==> src/rtl/sram_arbiter.sv <==
// rtl/sram_arbiter.sv - shared SRAM port arbiter between the 6502 register window and a background requester
//
// Ports:
//   C7M        7M clock, all state changes on its rising edge
//   RES        synchronous reset, active high
//   S          main phase state (0 = unsynced, 1..7 = bus-cycle phase)
//   cpu_*      6502 RAM-register access (select, write, address, write data, registered read data)
//   bg_*       background requester (level request, write, address, write data, ack pulse, read data)
//   RA/RDo     SRAM address and write data
//   RDOE       drive the SRAM data bus
//   RD_in      SRAM read data
//   RAMCS      SRAM chip select, active high
//   nRWE       SRAM write enable, active low

module sram_arbiter #(
    parameter int AW       = 20,
    parameter int FREE_GAP = 4
) (
    input  logic          C7M,
    input  logic          RES,
    input  logic [2:0]    S,
    input  logic          cpu_sel,
    input  logic          cpu_we,
    input  logic [AW-1:0] cpu_addr,
    input  logic [7:0]    cpu_wdata,
    output logic [7:0]    cpu_rdata,
    input  logic          bg_req,
    input  logic          bg_we,
    input  logic [AW-1:0] bg_addr,
    input  logic [7:0]    bg_wdata,
    output logic          bg_ack,
    output logic [7:0]    bg_rdata,
    output logic [AW-1:0] RA,
    output logic [7:0]    RDo,
    output logic          RDOE,
    input  logic [7:0]    RD_in,
    output logic          RAMCS,
    output logic          nRWE
);

    localparam logic [3:0] LP_GAP = 4'(FREE_GAP);

    typedef enum logic [1:0] {
        ST_IDLE    = 2'd0,
        ST_BG_ADDR = 2'd1,
        ST_BG_STB  = 2'd2
    } state_t;

    state_t          r_state;
    logic [3:0]      r_gap;
    logic            r_bg_ack;
    logic [7:0]      r_bg_rdata;
    logic [7:0]      r_cpu_rdata;
    logic [AW-1:0]   r_ra;

    logic            w_cpu_phase;
    logic            w_cpu_win;
    logic            w_bg_start;
    logic            w_bg_active;

    // S4..S7 is the PHI0 half that always belongs to the 6502.
    assign w_cpu_phase = S[2];
    assign w_cpu_win   = (r_state == ST_IDLE) && cpu_sel && w_cpu_phase;
    assign w_bg_active = (r_state == ST_BG_ADDR) || (r_state == ST_BG_STB);

    // Synced: launch only at S1 so ADDR/STB land in S2/S3. Unsynced: throttled by the gap counter.
    assign w_bg_start  = bg_req && ((S == 3'd1) || ((S == 3'd0) && (r_gap == 4'd0)));

    always_ff @(posedge C7M) begin
        if (RES) begin
            r_state     <= ST_IDLE;
            r_gap       <= 4'd0;
            r_bg_ack    <= 1'b0;
            r_bg_rdata  <= 8'h00;
            r_cpu_rdata <= 8'h00;
            r_ra        <= '0;
        end else begin
            r_bg_ack <= 1'b0;
            r_ra     <= RA;

            if ((S == 3'd6) && cpu_sel && !cpu_we) begin
                r_cpu_rdata <= RD_in;
            end

            case (r_state)
                ST_IDLE: begin
                    if (w_bg_start) begin
                        r_state <= ST_BG_ADDR;
                    end
                end
                ST_BG_ADDR: begin
                    // A background op still running when the CPU half begins is dropped;
                    // the request stays pending and is retried later.
                    r_state <= w_cpu_phase ? ST_IDLE : ST_BG_STB;
                end
                ST_BG_STB: begin
                    r_state <= ST_IDLE;
                    if (!w_cpu_phase) begin
                        r_bg_ack <= 1'b1;
                        if (!bg_we) begin
                            r_bg_rdata <= RD_in;
                        end
                    end
                end
                default: begin
                    r_state <= ST_IDLE;
                end
            endcase

            // Any synced phase clears the throttle so the first unsynced op can start at once.
            if (S != 3'd0) begin
                r_gap <= 4'd0;
            end else if (r_state == ST_BG_STB) begin
                r_gap <= LP_GAP;
            end else if ((r_state == ST_IDLE) && (r_gap != 4'd0)) begin
                r_gap <= r_gap - 4'd1;
            end
        end
    end

    // Pin mux: background op first, then the CPU window, else park with the last address.
    always_comb begin
        RA    = r_ra;
        RDo   = 8'h00;
        RDOE  = 1'b0;
        RAMCS = 1'b0;
        nRWE  = 1'b1;
        if (w_bg_active) begin
            RA    = bg_addr;
            RDo   = bg_wdata;
            RDOE  = bg_we;
            RAMCS = 1'b1;
            nRWE  = !((r_state == ST_BG_STB) && bg_we);
        end else if (w_cpu_win) begin
            RA    = cpu_addr;
            RDo   = cpu_wdata;
            RDOE  = cpu_we;
            RAMCS = 1'b1;
            // Strobe sits inside S5..S6 so address and data are stable in S4 and S7.
            nRWE  = !(cpu_we && ((S == 3'd5) || (S == 3'd6)));
        end
    end

    assign bg_ack    = r_bg_ack;
    assign bg_rdata  = r_bg_rdata;
    assign cpu_rdata = r_cpu_rdata;

endmodule

==> config.mk <==
export PLATFORM = sky130hd
export DESIGN_NAME = sram_arbiter
export DESIGN_NICKNAME = d
export VERILOG_FILES = /design/src/rtl/sram_arbiter.sv
export SDC_FILE = /design/constraint.sdc
export NUM_CORES = 1
export LEC_CHECK = 0
export CORE_MARGIN = 3
export CORE_UTILIZATION = 40
export DETAILED_ROUTE_END_ITERATION = 16
export DONT_BUFFER_PORTS = 1
export GPL_TIMING_DRIVEN = 1
export PLACE_DENSITY = 0.51
export SYNTH_ARGS = -nofsm -noshare
export SYNTH_HDL_FRONTEND = slang
export SYNTH_SLANG_ARGS = --single-unit
==> constraint.sdc <==
create_clock -name C7M -period 3.85 [get_ports C7M]
set_input_delay 0.385 -clock C7M [delete_from_list [all_inputs] [get_ports C7M]]
set_output_delay 0.385 -clock C7M [all_outputs]
set_load 0.01 [all_outputs]
==> PnR_summary.wiki <==
{| class="wikitable"
! Metric !! Value
|-
| Gpl congestion || 0.759
|-
| Final critical-path share of the clock period || 73.7%
|-
| Chip Height || 79.8 um
|-
| Ant diodes || 0
|-
| Total routing resource utilization after global routing || 15.6%
|-
| # nets final || 327
|-
| Routed vias || 1770
|-
| Crit-path max FO || 22
|-
| Vias in the first global route || 1645
|-
| Worst setup path startpoint || r_state[0]
|-
| Post-CTS clock slew at the launch and capture registers of the worst setup and hold paths || 0.09 ns
|-
| Number of clock sinks seen by CTS || 43
|-
| Count of filler cells inserted in the layout || 502
|-
| CTS buffer count || 5
|-
| Worst clock skew || 0.00725 ns
|-
| Final Hold Slack || 0.155 ns
|-
| Power density over the cells || 730 nW/um^2
|-
| Hold Path Class || input pin to flip-flop
|-
| Count of pins on the block boundary || 121
|-
| Via density per instance || 5.55
|-
| Sequential share of the synthesized area || 39.5%
|-
| Max Slew Vio Count || 0
|-
| Wire length reported by the detailed router || 5.22 mm
|-
| H-tree depth || 2
|-
| Start point of the worst min-delay path || RES
|-
| Worst rel slew slack || 42.1%
|-
| First-pass GRT wire length || 7.82 mm
|-
| Maximum number of pins on one net before global-route repair || 62
|-
| Fraction of final layout cells sized beyond drive strength 1 || 4.42%
|-
| Core area || 5170 um^2
|-
| Clock network latency to the later pin of the worst-skew pair || 0.29 ns
|-
| Category of the critical setup timing path || flip-flop to primary output
|-
| Synthesis-stage register bit count || 43
|-
| Filler-free cell count of the finished design || 319
|-
| Minimum period implied by the final worst setup slack || 2.84 ns
|-
| Arrival time at the worst endpoint || 2.45 ns
|-
| Area growth from synthesis to final layout || 5.63%
|-
| Row Count || 26
|-
| Yosys cell types || 36
|-
| Syn_nets || 340
|-
| Violation count after the first detailed-routing iteration || 88
|-
| # Max-Cap Violations || 0
|-
| Worst-case clock buffer depth || 2
|-
| Post-route DRC violation count || 0
|-
| Setup Buffers After CTS || 0
|-
| Initial Util || 42.1%
|-
| Slack of the worst reg-to-reg path || 1.71 ns
|-
| Run status || completed
|-
| Type of element capturing the critical path || primary output
|-
| Power consumption || 1.68 mW
|-
| Initial antenna violation count || 0
|-
| Die Footprint || 6360 um^2
|-
| Count of hold buffers inserted by post-cts repair || 0
|-
| Average wire length per cell after detail routing || 16.4 um
|-
| Detailed Place HPWL || 3.68 mm
|-
| Setup repair after global routing missed its margin || no
|-
| Number of detailed-route iterations in the first pass || 4
|-
| Sort of element at the start of the critical path || flip-flop
|-
| Port Buffer Count || 0
|-
| Total of warnings raised by yosys || 0
|-
| Pin slew with the least headroom to its limit || 0.864 ns
|-
| FMAX || 353 MHz
|-
| TritonCTS clock tree || built
|-
| Cell area after synthesis || 2180 um^2
|-
| Final hold vios || 0
|-
| Post-route core utilization || 44.5%
|-
| Setup-violating endpoint count in the final report || 0
|-
| Die span in x || 79.8 um
|-
| Overflow after GRT || 0
|-
| Post-cts resize count || 0
|-
| Peak supply drop || 331 uV
|-
| Number of placed cells counting well taps || 311
|-
| Worst EP required || 3.46 ns
|-
| Library cell used as clock root buffer || clkbuf_8
|-
| Antenna violation net count after detailed routing || 0
|-
| Post-synthesis cell count || 261
|-
| Leakage Power || 0.897 nW
|-
| Launch point of the worst reg-to-reg path || r_state[0]
|-
| Setup TNS || 0 ns
|-
| Syn Area/Cell || 8.34 um^2
|}
-- per-stage QoR --
step | instance area (um^2) | worst slack (ns)
floorplan | 2180 | 2.04
finish | 2300 | 1.01
detailed placement | 2190 | 1.30
global route | 2300 | 0.803
global placement | 2190 | 1.38
CTS | 2300 | 0.958
-- state kept, by name, indices dropped and copies added (netlist names) --
register	count
bg_ack	1
bg_rdata	8
cpu_rdata	8
r_gap	4
r_ra	20
r_state	2
-- cell families (layout without fill, tap and decap cells) --
family	Yosys count	in the layout	share of synthesized area, %
compound gates	74	74	20.2
mux	30	30	13.8
buf+inv	28	16	5.34
xor+xnor	1	1	0.402
fa+ha+maj	6	6	3.45
simple gates	79	79	17.3
flops	43	43	39.5
-- synthesized netlist by cell type --
master     number  share of area [%]
nand2b_1        4                1.1
nor4_1          1               0.29
nor2b_1         2               0.57
nand4_1         1               0.29
or3_1           1               0.29
o21a_1          1               0.34
and4b_1         1               0.46
and2_1          2               0.57
buf_2           3               0.69
nand3_2         1               0.46
nand3_1        10                2.3
mux2i_1        30                 14
buf_4           2               0.69
dfxtp_1        43                 40
or4b_1          1               0.46
a21o_1          1               0.34
nand2_1        20                3.4
xor2_1          1               0.40
ha_1            6                3.4
clkinv_1        2               0.34
nand4b_1        1               0.40
o2bb2ai_1       1               0.40
o31ai_1         1               0.34
clkbuf_1       15                2.6
nor3b_1         2               0.69
inv_1           5               0.86
o21ai_0        17                3.9
nor3_1          1               0.23
nor2_1         29                5.0
o31a_1          1               0.40
or3b_1          1               0.40
a211oi_1       20                6.9
a21oi_1        31                7.1
a311oi_1        1               0.40
and3_1          1               0.29
buf_1           1               0.17
-- routing by layer --
layer	global-route usage (%)	vias up	share of wire, %
met3	5.53	2	11
met4	4.56	0	0.48
met5	0	-	0
met1	18.2	782	42
met2	26.9	89	47
li1	-	897	-
-- critical path, cell delays in order, from the launching register on --
cell and delay [ns]:
dfxtp_1 0.33, inv_1 0.11, ha_1 0.35, nand3_2 0.65
o31ai_1 0.71
-- cell type report --
type                       instances  area [um^2]  area share [%]
multi-input combinational        190         1200            52.4
sequential                        43          861            37.4
tap                               70         87.6            3.81
clock buffer                       5         68.8            2.99
clock inverter                     3         43.8            1.90
inverter                           7         26.3            1.14
timing repair buffer               1         7.51           0.326
-- report_power, final --
part           internal, mW  total, mW  switching [mW]  leakage [nW]
Sequential            0.549      0.580          0.0311         0.351
Combinational         0.229      0.742           0.513         0.488
Clock                 0.193      0.356           0.162        0.0581
-- path summary, 6_finish.rpt --
path,end,cells after the start
max,RDOE,4
min,cpu_rdata[3],1
max reg2reg,r_ra[17],5
min reg2reg,r_gap[3],2
-- placed cells by master (no fill, tap or decap), drive strengths merged, types with 4 or more instances in the layout --
| cell | Yosys | routed |
|---|---|---|
| mux2i | 30 | 30 |
| nand2b | 4 | 4 |
| dfxtp | 43 | 43 |
| ha | 6 | 6 |
| o21ai | 17 | 17 |
| clkbuf | 15 | 5 |
| nand2 | 20 | 20 |
| nand3 | 11 | 11 |
| inv | 5 | 5 |
| a21oi | 31 | 31 |
| nor2 | 29 | 29 |
| clkinv | 2 | 4 |
| a211oi | 20 | 20 |
(Power assumes the default switching activity.)
